### src/rtl/serial_pattern_gen.sv
// Serial stimulus transmitter: captures a parallel word on start and shifts it
// out one bit per clock on `a`, qualified by `enable`, followed by an idle gap.
module serial_pattern_gen #(
    parameter int   DATA_W     = 8,
    parameter int   GAP        = 2,
    parameter int   MSB_FIRST  = 1,
    parameter logic IDLE_LEVEL = 1'b1
) (
    input  logic              clock,
    input  logic              reset,
    input  logic              start,
    input  logic [DATA_W-1:0] data,
    input  logic              pause,
    output logic              ready,
    output logic              busy,
    output logic              a,
    output logic              enable,
    output logic              done
);
    localparam int CW = $clog2(DATA_W + 1);
    localparam int GW = (GAP > 1) ? $clog2(GAP) : 1;
    localparam logic [CW-1:0] BITS_ALL = CW'(DATA_W);
    localparam logic [GW-1:0] GAP_LAST = GW'((GAP > 0) ? GAP - 1 : 0);

    typedef enum logic [1:0] {
        S_IDLE,
        S_SHIFT,
        S_GAP
    } state_t;

    state_t            state_q, state_d;
    logic [DATA_W-1:0] shift_q, shift_d;
    logic [CW-1:0]     cnt_q, cnt_d;
    logic [GW-1:0]     gap_q, gap_d;
    logic              a_q, a_d;
    logic              enable_q, enable_d;
    logic              done_q, done_d;

    function automatic logic head(input logic [DATA_W-1:0] v);
        return (MSB_FIRST != 0) ? v[DATA_W-1] : v[0];
    endfunction

    function automatic logic [DATA_W-1:0] advance(input logic [DATA_W-1:0] v);
        return (MSB_FIRST != 0) ? {v[DATA_W-2:0], 1'b0} : {1'b0, v[DATA_W-1:1]};
    endfunction

    // cnt_q counts bits already presented; the shift register's head is the
    // pending bit, which is what `a` shows while paused.
    always_comb begin
        state_d  = state_q;
        shift_d  = shift_q;
        cnt_d    = cnt_q;
        gap_d    = gap_q;
        a_d      = a_q;
        enable_d = enable_q;
        done_d   = 1'b0;
        case (state_q)
            S_IDLE: begin
                a_d      = IDLE_LEVEL;
                enable_d = 1'b0;
                if (start) begin
                    state_d  = S_SHIFT;
                    shift_d  = advance(data);
                    cnt_d    = CW'(1);
                    a_d      = head(data);
                    enable_d = 1'b1;
                end
            end
            S_SHIFT: begin
                if (pause) begin
                    enable_d = 1'b0;
                    if (cnt_q != BITS_ALL) begin
                        a_d = head(shift_q);
                    end
                end else if (cnt_q == BITS_ALL) begin
                    enable_d = 1'b0;
                    a_d      = IDLE_LEVEL;
                    if (GAP > 0) begin
                        state_d = S_GAP;
                        gap_d   = '0;
                    end else begin
                        state_d = S_IDLE;
                        done_d  = 1'b1;
                    end
                end else begin
                    a_d      = head(shift_q);
                    enable_d = 1'b1;
                    shift_d  = advance(shift_q);
                    cnt_d    = cnt_q + 1'b1;
                end
            end
            S_GAP: begin
                a_d      = IDLE_LEVEL;
                enable_d = 1'b0;
                if (gap_q == GAP_LAST) begin
                    state_d = S_IDLE;
                    done_d  = 1'b1;
                end else begin
                    gap_d = gap_q + 1'b1;
                end
            end
            default: begin
                state_d  = S_IDLE;
                a_d      = IDLE_LEVEL;
                enable_d = 1'b0;
            end
        endcase
    end

    always_ff @(posedge clock or posedge reset) begin
        if (reset) begin
            state_q  <= S_IDLE;
            shift_q  <= '0;
            cnt_q    <= '0;
            gap_q    <= '0;
            a_q      <= IDLE_LEVEL;
            enable_q <= 1'b0;
            done_q   <= 1'b0;
        end else begin
            state_q  <= state_d;
            shift_q  <= shift_d;
            cnt_q    <= cnt_d;
            gap_q    <= gap_d;
            a_q      <= a_d;
            enable_q <= enable_d;
            done_q   <= done_d;
        end
    end

    assign ready  = (state_q == S_IDLE);
    assign busy   = ~ready;
    assign a      = a_q;
    assign enable = enable_q;
    assign done   = done_q;

endmodule

### config.mk
export PLATFORM = sky130hd
export DESIGN_NAME = serial_pattern_gen
export DESIGN_NICKNAME = d
export VERILOG_FILES = /design/src/rtl/serial_pattern_gen.sv
export SDC_FILE = /design/constraint.sdc
export NUM_CORES = 1
export LEC_CHECK = 0
export ABC_AREA = 1
export CORE_UTILIZATION = 56
export CTS_BUF_LIST = sky130_fd_sc_hd__clkbuf_8
export CTS_CLUSTER_DIAMETER = 80
export DETAILED_ROUTE_END_ITERATION = 12
export PLACE_DENSITY = 0.95
export SLEW_MARGIN = 25
export SYNTH_ARGS = -nofsm -noshare
export SYNTH_HDL_FRONTEND = slang
export SYNTH_SLANG_ARGS = --single-unit
### constraint.sdc
create_clock -name clock -period 2.1 [get_ports clock]
set_input_delay 0.315 -clock clock [delete_from_list [all_inputs] [get_ports clock]]
set_output_delay 0.315 -clock clock [all_outputs]
set_load 0.03 [all_outputs]
==> flow_metrics.py <==
metrics = {
    "outcome": {
        "status": "complete, no violations",
    },
    "yosys": {
        "avgSynthCellArea_um2": 8.14,
        "ys_seq_area_share_pct": 48.5,
        "synthTopCellsByCount": "nand2_1 (29), dfrtp_1 (16), inv_1 (16)",
        "synth-seq-cells": 17,
        "synth_cell_types": 21,
        "ys_async_sr_fraction_pct": 100,
        "ys_warn_count": 0,
        "synth_top_cell_area_share_pct": 45.5,
        "syn_area_um2": 880,
        "synth_edf_count": 0,
        "synth.most_common_cell": "nand2_1",
        "synth.area.top_cells": "dfrtp_1 (46%), nand2_1 (12%), inv_1 (6.8%), o21ai_1 (5.7%), o21ai_0 (4.0%)",
        "synth_flop_cell": "dfrtp_1",
        "yosys.area.top_type": "dfrtp_1",
        "syn_nets": 122,
        "synthCells": 108,
    },
    "run": {
        "cap_violations": 0,
    },
    "routing": {
        "dr.pass1.iters": 4,
        "wirelength_um": 1800,
        "viasPerCell": 5.22,
        "ant_nets": 0,
        "vias": 736,
        "drc": 0,
        "drtIter0Drc": 18,
        "routedWlPerCell_um": 12.8,
    },
    "timing": {
        "fmax_mhz": 522,
        "tightest_slew_ns": 0.641,
        "hold_violations": 0,
        "finClkSkew_ns": 0.00378,
        "rsz0062_at_grt": "no",
        "setup_tns_ns": 0,
        "whs_ns": 0.448,
        "post-route-min-period_ns": 1.92,
        "maxSlewHeadroom_pct": 57.2,
        "slew_violations": 0,
        "finalCritPeriodShare_pct": 91.2,
        "setup_viol": 0,
    },
    "global_route": {
        "overflow": 0,
        "antenna_found_initial": 0,
        "grt_pass1_wl_um": 2940,
        "grt_pass1_vias": 644,
        "grt_max_degree": 20,
        "grt.total_usage_pct": 22.6,
    },
    "cells_and_area": {
        "multi_input_area_um2": 359,
        "fillCellCount": 100,
        "nNetsFinal": 141,
        "stdcell_area_um2": 1080,
        "post-route-util_pct": 78.3,
        "register_area_um2": 427,
        "area_growth_pct": 23.0,
        "diodes": 0,
        "layout-drive-gt1-share_pct": 11.1,
    },
    "clocking": {
        "cts_tree": "yes",
        "cts-root-buf": "clkbuf_8",
        "htreeDepth": 1,
        "cts-resized-gates": 0,
        "clk_path_buf_depth": 2,
        "post_cts_buffers": 0,
        "clk-insertion-delay-late_ns": 0.25,
        "cts_buffers": 3,
        "cts.sinks": 17,
        "clk_pin_slew_worst_paths_ns": 0.07,
        "postCtsHoldBufs": 0,
    },
    "power": {
        "power.total_uw": 1500,
        "power_leakage_uw": 0.000515,
        "power_density_nw_per_um2": 1390,
        "irDropWorstVdd_mv": 0.972,
    },
    "worst_setup_path": {
        "r2r-start": "cnt_q[0]",
        "worstPathArrival_ns": 1.60,
        "critPathBufInv": 1,
        "r2r_cells": 6,
        "critPathSlowestCell": "clkdlybuf4s50_1",
        "cp.required_ns": 1.78,
        "max_stage_delay_ns": 0.70,
        "path_cells": "nor2_2, clkdlybuf4s50_1",
        "cp_max_fo": 4,
        "cp_num_cells": 2,
        "worstReg2RegEnd": "shift_q[1]",
        "end_kind": "output pin",
        "worstSetupStartpoint": "state_q[1]",
        "crit_path_start_kind": "flop",
        "critPathTopFamily": "buffers and inverters",
        "ff2ff_setup_slack_ns": 0.74,
        "crit_type": "reg2out",
        "critPathCapture": "ready",
    },
    "die": {
        "initial_core_util_pct": 63.6,
        "die_h_um": 41.6,
        "rows": 13,
        "dieArea_um2": 1730,
        "core_area_um2": 1380,
        "die_w_um": 41.6,
        "ioPinCount": 17,
    },
    "place": {
        "hpwlAfterDp_um": 1230,
        "placed_area_um2": 1040,
        "portBuffers": 16,
        "gp_congestion": 0.716,
    },
    "hold_path": {
        "hp-class": "in2async",
    },
}
[per-stage QoR]
step / instances / setup slack [ns]
4_1_cts: 141 / 0.173
3_3_place_gp: 137 / 0.492
3_5_place_dp: 137 / 0.475
6_report: 141 / 0.184
5_1_grt: 141 / 0.130
2_1_floorplan: 108 / 0.729
[state kept, by name, indices dropped and copies added, names as in the netlist]
name and flops:
a 1, gap_q 1, state_q 2, done 1, enable 1, cnt_q 4
shift_q 7
[how the worst min path moves through the flow]
| stage | start | endpoint | slack, ns | cells after the start |
|---|---|---|---|---|
| 4_1_cts | reset | cnt_q[1] | 0.47 | 2 |
| 6_report | reset | cnt_q[1] | 0.45 | 2 |
| 2_1_floorplan | reset | cnt_q[0] | 0.24 | 1 |
| 3_5_place_dp | a | a | 0.46 | 2 |
| 3_3_place_gp | a | a | 0.46 | 2 |
| 5_1_grt | a | a | 0.49 | 2 |
[where the power goes]
part           switching (uW)  total (uW)  internal [uW]  leakage (uW)
Clock                     118         250            132     0.0000255
Combinational             438         693            255      0.000274
Sequential               89.4         557            467      0.000216
[area by class of cell]
type | instances | share of cell area (%)
Sequential cell | 17 | 39.4
Multi-Input combinational cell | 70 | 33.2
Timing Repair Buffer | 16 | 14.8
Inverter | 19 | 6.59
Clock buffer | 3 | 3.82
Tap cell | 15 | 1.73
Clock inverter | 1 | 0.462
[worst reg2reg max path, cell delays in order (launching register included)]
cell     delay, ns
dfrtp_1       0.41
inv_1         0.11
ha_1          0.19
nand3_2       0.13
nand3_4       0.11
nand2_4       0.13
o21ai_1       0.20
[routing by layer]
metal	up-vias	global-route usage (%)	part of all wire, %
met3	6	3.48	3.7
met1	335	29.4	46
li1	370	-	-
met2	25	36.6	48
met4	0	11.0	2.1
met5	-	0	0
[placed cells by master (no fill, tap or decap), types with 2 or more instances in the layout]
cell and n:
dfrtp_1 16, nand2_2 2, nand3_1 4, o21ai_1 10, inv_2 2, inv_1 16, ha_1 2, o21ai_0 7
clkbuf_8 3, nand2_1 29, nor2_1 8, clkdlybuf4s50_1 16, nand4_1 2
[cell families (layout without fill, tap and decap cells)]
kind of cell,Yosys count,count (layout),share of synthesized area (%)
AO/OA/AOI/OAI,17,17,9.67
XOR/XNOR,1,1,0.996
adder cells (fa/ha/maj),2,2,2.84
buffers and inverters,21,39,10.7
flip-flops,17,17,48.5
AND/OR/NAND/NOR,50,50,27.3
Note: power is estimated with default switching activity, not from simulation.
